==> src/rtl/fifo_write_arbiter_if.sv <==
// fifo_write_arbiter_if: producer request bundle and FIFO write-side signals for fifo_write_arbiter
interface fifo_write_arbiter_if #(
    parameter int FIFO_WIDTH = 16,
    parameter int NUM_REQ = 4
);
    logic [NUM_REQ-1:0] req_valid;
    logic [NUM_REQ*FIFO_WIDTH-1:0] req_data;
    logic [NUM_REQ-1:0] req_last;
    logic [NUM_REQ-1:0] req_ready;
    logic fifo_full;
    logic fifo_wen;
    logic [FIFO_WIDTH-1:0] fifo_din;
    logic [$clog2(NUM_REQ)-1:0] grant_id;
    logic busy;
    modport master (
        output req_valid, req_data, req_last, fifo_full,
        input req_ready, fifo_wen, fifo_din, grant_id, busy
    );
    modport slave (
        input req_valid, req_data, req_last, fifo_full,
        output req_ready, fifo_wen, fifo_din, grant_id, busy
    );
endinterface

==> src/rtl/fifo_write_arbiter.sv <==
// fifo_write_arbiter: round-robin burst arbiter sharing one FIFO write port among NUM_REQ producers
module fifo_write_arbiter #(
    parameter int FIFO_WIDTH = 16,
    parameter int NUM_REQ = 4,
    parameter int MAX_BURST = 8,
    parameter int STALL_LIMIT = 16
) (
    input logic clk_a,
    input logic rst,
    fifo_write_arbiter_if.slave bus
);
    localparam int GW = $clog2(NUM_REQ);
    localparam int BW = $clog2(MAX_BURST) + 1;
    localparam int SW = $clog2(STALL_LIMIT) + 1;
    typedef enum logic {IDLE, BURST} state_t;
    state_t state, state_nx;
    logic [GW-1:0] grant_id, grant_nx, rr_ptr, rr_nx, pick;
    logic [BW-1:0] beat_cnt, beat_nx;
    logic [SW-1:0] stall_cnt, stall_nx;
    logic [FIFO_WIDTH-1:0] g_data;
    logic g_valid, g_last, open, accept;
    always_ff @(posedge clk_a) begin
        if (rst) begin
            state <= IDLE;
            grant_id <= '0;
            rr_ptr <= GW'(NUM_REQ - 1);
            beat_cnt <= '0;
            stall_cnt <= '0;
        end else begin
            state <= state_nx;
            grant_id <= grant_nx;
            rr_ptr <= rr_nx;
            beat_cnt <= beat_nx;
            stall_cnt <= stall_nx;
        end
    end
    // later iterations win, so the loop runs from farthest to nearest after rr_ptr
    always_comb begin
        pick = rr_ptr;
        for (int k = NUM_REQ; k >= 1; k--) begin
            logic [GW-1:0] idx;
            idx = GW'((int'(rr_ptr) + k) % NUM_REQ);
            if (bus.req_valid[idx]) pick = idx;
        end
    end
    always_comb begin
        g_valid = 1'b0;
        g_last = 1'b0;
        g_data = '0;
        for (int i = 0; i < NUM_REQ; i++) begin
            if (GW'(i) == grant_id) begin
                g_valid = bus.req_valid[i];
                g_last = bus.req_last[i];
                g_data = bus.req_data[i*FIFO_WIDTH +: FIFO_WIDTH];
            end
        end
    end
    assign open = state == BURST && !rst && !bus.fifo_full;
    assign accept = open && g_valid;
    assign bus.req_ready = open ? NUM_REQ'(1) << grant_id : '0;
    assign bus.fifo_wen = accept;
    assign bus.fifo_din = accept ? g_data : '0;
    assign bus.grant_id = grant_id;
    assign bus.busy = state == BURST;
    always_comb begin
        state_nx = state;
        grant_nx = grant_id;
        rr_nx = rr_ptr;
        beat_nx = beat_cnt;
        stall_nx = stall_cnt;
        if (state == IDLE) begin
            if (|bus.req_valid) begin
                state_nx = BURST;
                grant_nx = pick;
                beat_nx = '0;
                stall_nx = '0;
            end
        end else if (accept) begin
            beat_nx = beat_cnt + 1'b1;
            stall_nx = '0;
            if (g_last || beat_cnt == BW'(MAX_BURST - 1)) begin
                state_nx = IDLE;
                rr_nx = grant_id;
            end
        end else if (!g_valid) begin
            stall_nx = stall_cnt + 1'b1;
            if (stall_cnt == SW'(STALL_LIMIT - 1)) begin
                state_nx = IDLE;
                rr_nx = grant_id;
            end
        end
    end
endmodule

==> src/flat_wrapper.sv <==
// flat-port wrapper written by rule: the top's interface ports become plain ports
module fifo_write_arbiter_flat 
#(
    parameter int FIFO_WIDTH = 16,
    parameter int NUM_REQ = 4,
    parameter int MAX_BURST = 8,
    parameter int STALL_LIMIT = 16
)
  (clk_a, rst, bus_req_valid, bus_req_data, bus_req_last, bus_fifo_full, bus_req_ready, bus_fifo_wen, bus_fifo_din, bus_grant_id, bus_busy);
  fifo_write_arbiter_if #(.FIFO_WIDTH(FIFO_WIDTH), .NUM_REQ(NUM_REQ)) bus_i ();
  input logic clk_a;
  input logic rst;
  input wire logic [$bits(bus_i.req_valid)-1:0] bus_req_valid;
  input wire logic [$bits(bus_i.req_data)-1:0] bus_req_data;
  input wire logic [$bits(bus_i.req_last)-1:0] bus_req_last;
  input wire logic [$bits(bus_i.fifo_full)-1:0] bus_fifo_full;
  output wire logic [$bits(bus_i.req_ready)-1:0] bus_req_ready;
  output wire logic [$bits(bus_i.fifo_wen)-1:0] bus_fifo_wen;
  output wire logic [$bits(bus_i.fifo_din)-1:0] bus_fifo_din;
  output wire logic [$bits(bus_i.grant_id)-1:0] bus_grant_id;
  output wire logic [$bits(bus_i.busy)-1:0] bus_busy;
  assign bus_i.req_valid = bus_req_valid;
  assign bus_i.req_data = bus_req_data;
  assign bus_i.req_last = bus_req_last;
  assign bus_i.fifo_full = bus_fifo_full;
  assign bus_req_ready = bus_i.req_ready;
  assign bus_fifo_wen = bus_i.fifo_wen;
  assign bus_fifo_din = bus_i.fifo_din;
  assign bus_grant_id = bus_i.grant_id;
  assign bus_busy = bus_i.busy;
  fifo_write_arbiter #(.FIFO_WIDTH(FIFO_WIDTH), .NUM_REQ(NUM_REQ), .MAX_BURST(MAX_BURST), .STALL_LIMIT(STALL_LIMIT)) u_core (.clk_a(clk_a), .rst(rst), .bus(bus_i));
endmodule
==> config.mk <==
export PLATFORM = sky130hd
export DESIGN_NAME = fifo_write_arbiter_flat
export DESIGN_NICKNAME = d
export VERILOG_FILES = /design/src/rtl/fifo_write_arbiter_if.sv /design/src/rtl/fifo_write_arbiter.sv /design/src/flat_wrapper.sv
export SDC_FILE = /design/constraint.sdc
export NUM_CORES = 1
export LEC_CHECK = 0
export ABC_AREA = 1
export BUFFER_PORTS_ARGS = -buffer_cell sky130_fd_sc_hd__buf_2
export CAP_MARGIN = 15
export CORE_MARGIN = 1
export CORE_UTILIZATION = 36
export DETAILED_ROUTE_END_ITERATION = 8
export PLACE_DENSITY = 0.74
export SLEW_MARGIN = 30
export SYNTH_ARGS = -nofsm -noshare
export SYNTH_HDL_FRONTEND = slang
export SYNTH_SLANG_ARGS = --single-unit
export TNS_END_PERCENT = 50
==> constraint.sdc <==
create_clock -name clk_a -period 1.3 [get_ports clk_a]
set_input_delay 0.065 -clock clk_a [delete_from_list [all_inputs] [get_ports clk_a]]
set_output_delay 0.065 -clock clk_a [all_outputs]
set_load 0.005 [all_outputs]
Word level (Yosys, flattened, before mapping)
Index checks and enable logic that the tools add are counted.
{"block": "totals", "reg_bits": 14, "in_bits": 75, "output_inout_bits": 24, "word_cells": 83}
{"block": "classes", "addsub": 6, "order_cmp": 4, "n_eq_ne": 9, "shifts": 1, "mux": 43, "n_bitwise": 1, "n_reduce_logical": 14}
{"cell": "two-way mux 16 bit", "n": 5}
{"cell": "two-way mux 5 bit", "n": 4}
{"cell": "two-way mux 1 bit", "n": 18}
{"cell": "two-way mux 2 bit", "n": 8}
{"cell": "two-way mux 4 bit", "n": 4}
{"cell": "less-than comparator 2 x 3 -> 1 bit (second input constant)", "n": 4}
{"cell": "binary-select mux 1 bit (select 2 bit)", "n": 4}
{"cell": "inequality test 2 bit (second input constant)", "n": 3}
{"cell": "AND reduction 2 bit", "n": 3}
{"cell": "adder 5 x 1 -> 5 bit (second input constant)", "n": 1}
{"cell": "equality test 5 x 4 -> 1 bit (second input constant)", "n": 1}
{"cell": "adder 2 x 1 -> 2 bit (second input constant)", "n": 2}
{"cell": "adder 2 bit (second input constant)", "n": 2}
{"cell": "adder 4 x 1 -> 4 bit (second input constant)", "n": 1}
{"cell": "equality test 2 bit (first input constant)", "n": 2}
{"cell": "equality test 4 x 3 -> 1 bit (second input constant)", "n": 1}
{"cell": "AND reduction 4 bit", "n": 1}
{"cell": "nonzero test 2 bit", "n": 2}
{"cell": "OR reduction 4 bit", "n": 1}
{"cell": "left shift 1 x 2 -> 4 bit (first input constant)", "n": 1}
{"cell": "logical AND 1 bit", "n": 3}
{"cell": "inequality test 3 bit (second input constant)", "n": 1}
{"cell": "equality test 1 x 2 -> 1 bit (first input constant)", "n": 1}
{"cell": "zero test 1 bit", "n": 2}
{"cell": "other kinds (3)", "n": 3}

Depth between registers and ports, before layout
{"block": "logic_depth", "ltp_word": 9, "mapped_depth": 12, "depth_no_buf": 11}

Worst setup path before layout
Ideal clock, no wire load.
{"block": "synth_path", "path_type": "reg2reg", "startpoint": "reg u_core.state, in the netlist u_core.bus.busy", "endpoint": "reg u_core.rr_ptr[0]", "setup_time_ns": 0.122, "t_arrival_ns": 1.220, "required_ns": 1.178, "setup_slack_ns": -0.043, "path_stages_with_launch": 8, "n_path_buf": 0, "cell_sequence": "dfxtp_1 -> inv_1 -> nor3_4 -> inv_1 -> o21ai_2 -> nand3_2 -> nand2_1 -> nand3_1"}
{"block": "synth_between", "elab_chain_cells": 5}
{"element": "start, declared", "line_no": "fifo_write_arbiter.sv:16", "text": "state_t state, state_nx;"}
{"element": "start signal, assigned", "line_no": "fifo_write_arbiter.sv:30", "text": "state <= state_nx;"}
{"element": "logical AND 1 bit (2 in series)", "line_no": "fifo_write_arbiter.sv:58", "text": "assign open = state == BURST && !rst && !bus.fifo_full;"}
{"element": "logical AND 1 bit", "line_no": "fifo_write_arbiter.sv:59", "text": "assign accept = open && g_valid;"}
{"element": "inequality test 2 bit (no source line) / nonzero test 2 bit (equally long branches)"}
{"element": "AND reduction 4 bit (no source line)"}
{"element": "end signal, assigned", "line_no": "fifo_write_arbiter.sv:26", "text": "rr_ptr <= GW'(NUM_REQ - 1);"}
{"element": "end signal, assigned", "line_no": "fifo_write_arbiter.sv:32", "text": "rr_ptr <= rr_nx;"}
{"element": "end, declared", "line_no": "fifo_write_arbiter.sv:17", "text": "logic [GW-1:0] grant_id, grant_nx, rr_ptr, rr_nx, pick;"}
Several ways; a longest one is shown, not always the timed one.
A chain may end at the register's enable or synchronous reset.

Worst setup path after layout
{"block": "layout_path", "startpoint": "reg u_core.grant_id[0], in the netlist u_core.bus.grant_id[0]", "endpoint": "out bus_fifo_din[10]"}
{"block": "layout_between", "elab_chain_cells": 7}
{"element": "start, declared", "line_no": "fifo_write_arbiter.sv:17"}
{"element": "start signal, assigned", "line_no": "fifo_write_arbiter.sv:31", "text": "grant_id <= grant_nx;"}
{"element": "zero test 2 bit", "line_no": "fifo_write_arbiter.sv:51", "text": "if (GW'(i) == grant_id) begin"}
{"element": "two-way mux 1 bit (4 in series)", "line_no": "fifo_write_arbiter.sv:51"}
{"element": "logical AND 1 bit", "line_no": "fifo_write_arbiter.sv:59"}
{"element": "two-way mux 16 bit *", "line_no": "fifo_write_arbiter.sv:62", "text": "assign bus.fifo_din = accept ? g_data : '0;"}
{"element": "end, declared", "line_no": "flat_wrapper.sv:19", "text": "output wire logic [$bits(bus_i.fifo_din)-1:0] bus_fifo_din;"}
Mark *: on every way between the ends. The rest lies on a longest branch, timed or not.

==> run summary <==
LOGIC SYNTHESIS
--------------------------------------------------------------------------------
Count of state elements after synthesis ...........................           14
Synth Net Count ...................................................          320
Post-synth top area cell ..........................................      dfxtp_1
Part of the Yosys area used for sequential elements ...............        0.197
Warnings from Yosys ...............................................            0
Post-synth design cell area ....................................... 0.00143 mm^2
Synthesized netlist cell count ....................................          242
Post-synth top area share .........................................        0.197
Most area-consuming cells after synthesis ......................... dfxtp_1 20%, nand2_1 16%, nor2_1 11%, o21ai_0 8.4%, a21oi_1 6.0%
Mean instance size in the synthesized netlist .....................    5.89 um^2
Number of different library cells in the post-synthesis netlist ...           31

FINISH
--------------------------------------------------------------------------------
Fraction of layout instances using a drive strength above 1 .......        0.560
Non-Filler Instances ..............................................          425
Relative area change from synthesis to final layout ...............        82.5%
Count of inserted antenna diode cells .............................            0
Nets ..............................................................          457

ROUTING
--------------------------------------------------------------------------------
DRC violation total after the first TritonRoute iteration .........          138
Vias after detailed routing .......................................         2194
Drt pass-1 iters ..................................................            4
Final WL ..........................................................      5.73 mm
Antenna-violating nets left .......................................            0
Routed via count divided by cell count ............................         5.16
Routed WL per cell ................................................      13.5 um
Number of DRC violations after detailed routing ...................            0

POWER
--------------------------------------------------------------------------------
Leakage power total ...............................................      1.32 nW
Combinational cell fraction of total power ........................        0.545
Clock network fraction of design power ............................        0.194
Total power .......................................................      1.78 mW
Sequential fraction of design power ...............................        0.261
Net Sw Power ......................................................       655 uW
Power per Cell Area ...............................................  686 mW/mm^2
Proportion of total power due to net switching ....................        0.368
Largest vdd supply drop ...........................................       558 uV
Cell internal pwr .................................................      1.13 mW

PLACEMENT
--------------------------------------------------------------------------------
Worst Setup Slack post-DPL ........................................    -0.149 ns
Gp weighted congestion ............................................        0.844
Number of I/O port buffers ........................................           98
HPWL reported at the end of detailed placement ....................      3.94 mm
Inst Count DP .....................................................          406

WORST SETUP PATH
--------------------------------------------------------------------------------
Slowest cell delay on critical path ...............................      0.35 ns
Cell type group with the largest total delay on the critical path . buffers and inverters
Largest fanout of any net on the critical path ....................            5
Type of the worst setup path ...................................... flip-flop to primary output
CP startpoint kind ................................................    flip-flop
Slack of the worst reg-to-reg path ................................     -0.29 ns
Critical path, cell by cell ....................................... buf_6 -> nor2_4 -> buf_6 -> buf_4 -> clkbuf_16 -> a221oi_2 -> a211oi_2 -> buf_2
Kind of end point of the critical path ............................ primary output
Arrival time reported for the critical path endpoint ..............      1.61 ns
Most repeated library cell on the critical path ...................        buf_6
Cell with the biggest individual delay on the critical path .......      dfxtp_2
Critical path required time .......................................      1.24 ns
CP Buf/Inv Count ..................................................            5

WORST HOLD PATH
--------------------------------------------------------------------------------
Class of the tightest hold or removal check ....................... primary input to flip-flop

TIMING
--------------------------------------------------------------------------------
Max Clock Freq ....................................................      597 MHz
Total negative slack for setup checks .............................     -8.74 ns
Setup-violating endpoint count in the final report ................           33
Time the worst path needs with I/O delays and setup ...............      1.67 ns
Number of failing hold endpoints at the final stage ...............            0
Slew at the pin with the worst max-slew slack .....................     0.542 ns
Worst slew margin .................................................        0.637
Share of the cycle needed by the critical path after routing ......         1.29
Worst-case hold slack .............................................     0.194 ns
Count of final max-slew check failures ............................            0
Unrepaired setup endpoints after global routing ...................         true
Worst setup skew after layout .....................................   0.00298 ns
Worst setup margin ................................................    -0.374 ns

OUTCOME
--------------------------------------------------------------------------------
Result of the run ................................................. complete, but fails checks
Violated checks ................................................... setup timing

FLOORPLANNING
--------------------------------------------------------------------------------
Die boundary height ...............................................      64.9 um
Area of the core region ........................................... 0.00372 mm^2
IO Pins ...........................................................           99
Die area .......................................................... 0.00421 mm^2
Die outline width .................................................      64.9 um
Cell row count ....................................................           22
Effective utilization at floorplan ................................        0.384

GLOBAL ROUTE
--------------------------------------------------------------------------------
Global-route wire length before repair ............................      7.91 mm
Pin count of the biggest net entering global routing ..............           16
Initial antenna violation count ...................................            0
Gr ovfl total .....................................................            0
Vias in the first global route ....................................         1826
Global Route Usage Sum ............................................        0.237

CLOCKING
--------------------------------------------------------------------------------
Total clock buffers created by CTS ................................            3
Number of sinks handled by clock tree synthesis ...................           14
Cell chosen for the clock root ....................................     clkbuf_8
Later-pin clock latency in the skew report ........................      0.24 ns
Max H-tree Level ..................................................            1
Total of hold buffers inserted after clock tree synthesis .........            0
Worst-case clock buffer depth .....................................            2
Clk slew on worst S/H paths .......................................      0.06 ns
TritonCTS clock tree ..............................................          yes

JOB
--------------------------------------------------------------------------------
Number of maximum-capacitance violations ..........................            0

## worst reg2reg max path, delay by kind of cell, from the launching register on
kind / cells / cell delay [ns]
AO/OA/AOI/OAI: 1 / 0.17
buffers and inverters: 4 / 0.45
flip-flops: 1 / 0.32
AND/OR/NAND/NOR: 7 / 0.53
## final timing paths
kind | end | startpoint | depth (start not counted)
worst min register to register | u_core.stall_cnt[4] | u_core.stall_cnt[4] | 2
worst max register to register | u_core.rr_ptr[1] | u_core.bus.grant_id[1] | 12
worst min-delay path | u_core.beat_cnt[1] | rst | 3
worst max-delay path | bus_fifo_din[10] | u_core.bus.grant_id[0] | 8
## through the flow
stage | utilization | cell area, um^2
finish | 0.700 | 2600
CTS | 0.638 | 2370
floorplan | - | 1430
detailed placement | 0.569 | 2120
global route | 0.700 | 2600
global placement | 0.569 | 2120
## power by group through the flow
| stage | clock network (mW) | logic [mW] | registers, mW |
|---|---|---|---|
| after floorplan | 0 | 0.345 | 0.481 |
| after global placement | 0 | 0.641 | 0.472 |
| after detailed placement | 0 | 0.648 | 0.474 |
| after CTS | 0.350 | 0.792 | 0.467 |
| after global routing | 0.370 | 1.05 | 0.468 |
| final | 0.345 | 0.972 | 0.466 |
## repair_timing
item                                    in CTS  in global routing
pin swaps                                    5                 10
buffers inserted                             6                  8
endpoints found under the setup margin      33                 35
gates cloned                                 1                  1
endpoints found under the hold margin        0                  0
gates resized for setup                     38                 45
## metal layers
layer	up-vias	GRT usage	part of all wire
met2	85	0.475	0.54
met4	0	0.0444	0.011
li1	1088	-	-
met3	8	0.0335	0.069
met1	1013	0.256	0.38
met5	-	0	0
## Yosys cell counts (all sizes together)
cell / n
a211oi: 3
a21oi: 17
a221oi: 3
a311oi: 6
a31oi: 1
and3: 2
buf: 7
clkbuf: 2
clkinv: 3
dfxtp: 14
ha: 3
inv: 22
nand2: 66
nand3: 16
nand4: 3
nor2: 41
nor3: 1
o21ai: 25
o221ai: 1
o22ai: 5
or2: 1
## cell type report
cell class,instances,area (um^2)
fill,287,1110
sequential,14,289
tap,48,60.1
clock buffer,3,41.3
timing repair buffer,140,876
multi-input combinational,195,1220
inverter,25,110
## cell families after synthesis
logic type,share of synthesized area
fa+ha+maj,0.0263
buf+inv,0.112
flops,0.197
compound gates,0.263
simple gates,0.402
## sequential cells by signal (all words and copies together), names as in the netlist
register and count:
u_core.stall_cnt 5, u_core.rr_ptr 2, u_core.bus.busy 1, u_core.beat_cnt 4
u_core.bus.grant_id 2
## placed cells by master, fill, tap and decap left out, drive strengths merged, types with 2 or more instances in the layout
cell      n
buf     139
nand2    67
nor2     41
o21ai    25
inv      23
a21oi    17
nand3    16
dfxtp    14
a311oi    6
o22ai     5
clkbuf    4
a211oi    3
nand4     3
ha        3
a221oi    3
and3      2
No activity file was read; power rests on OpenSTA's default activity.
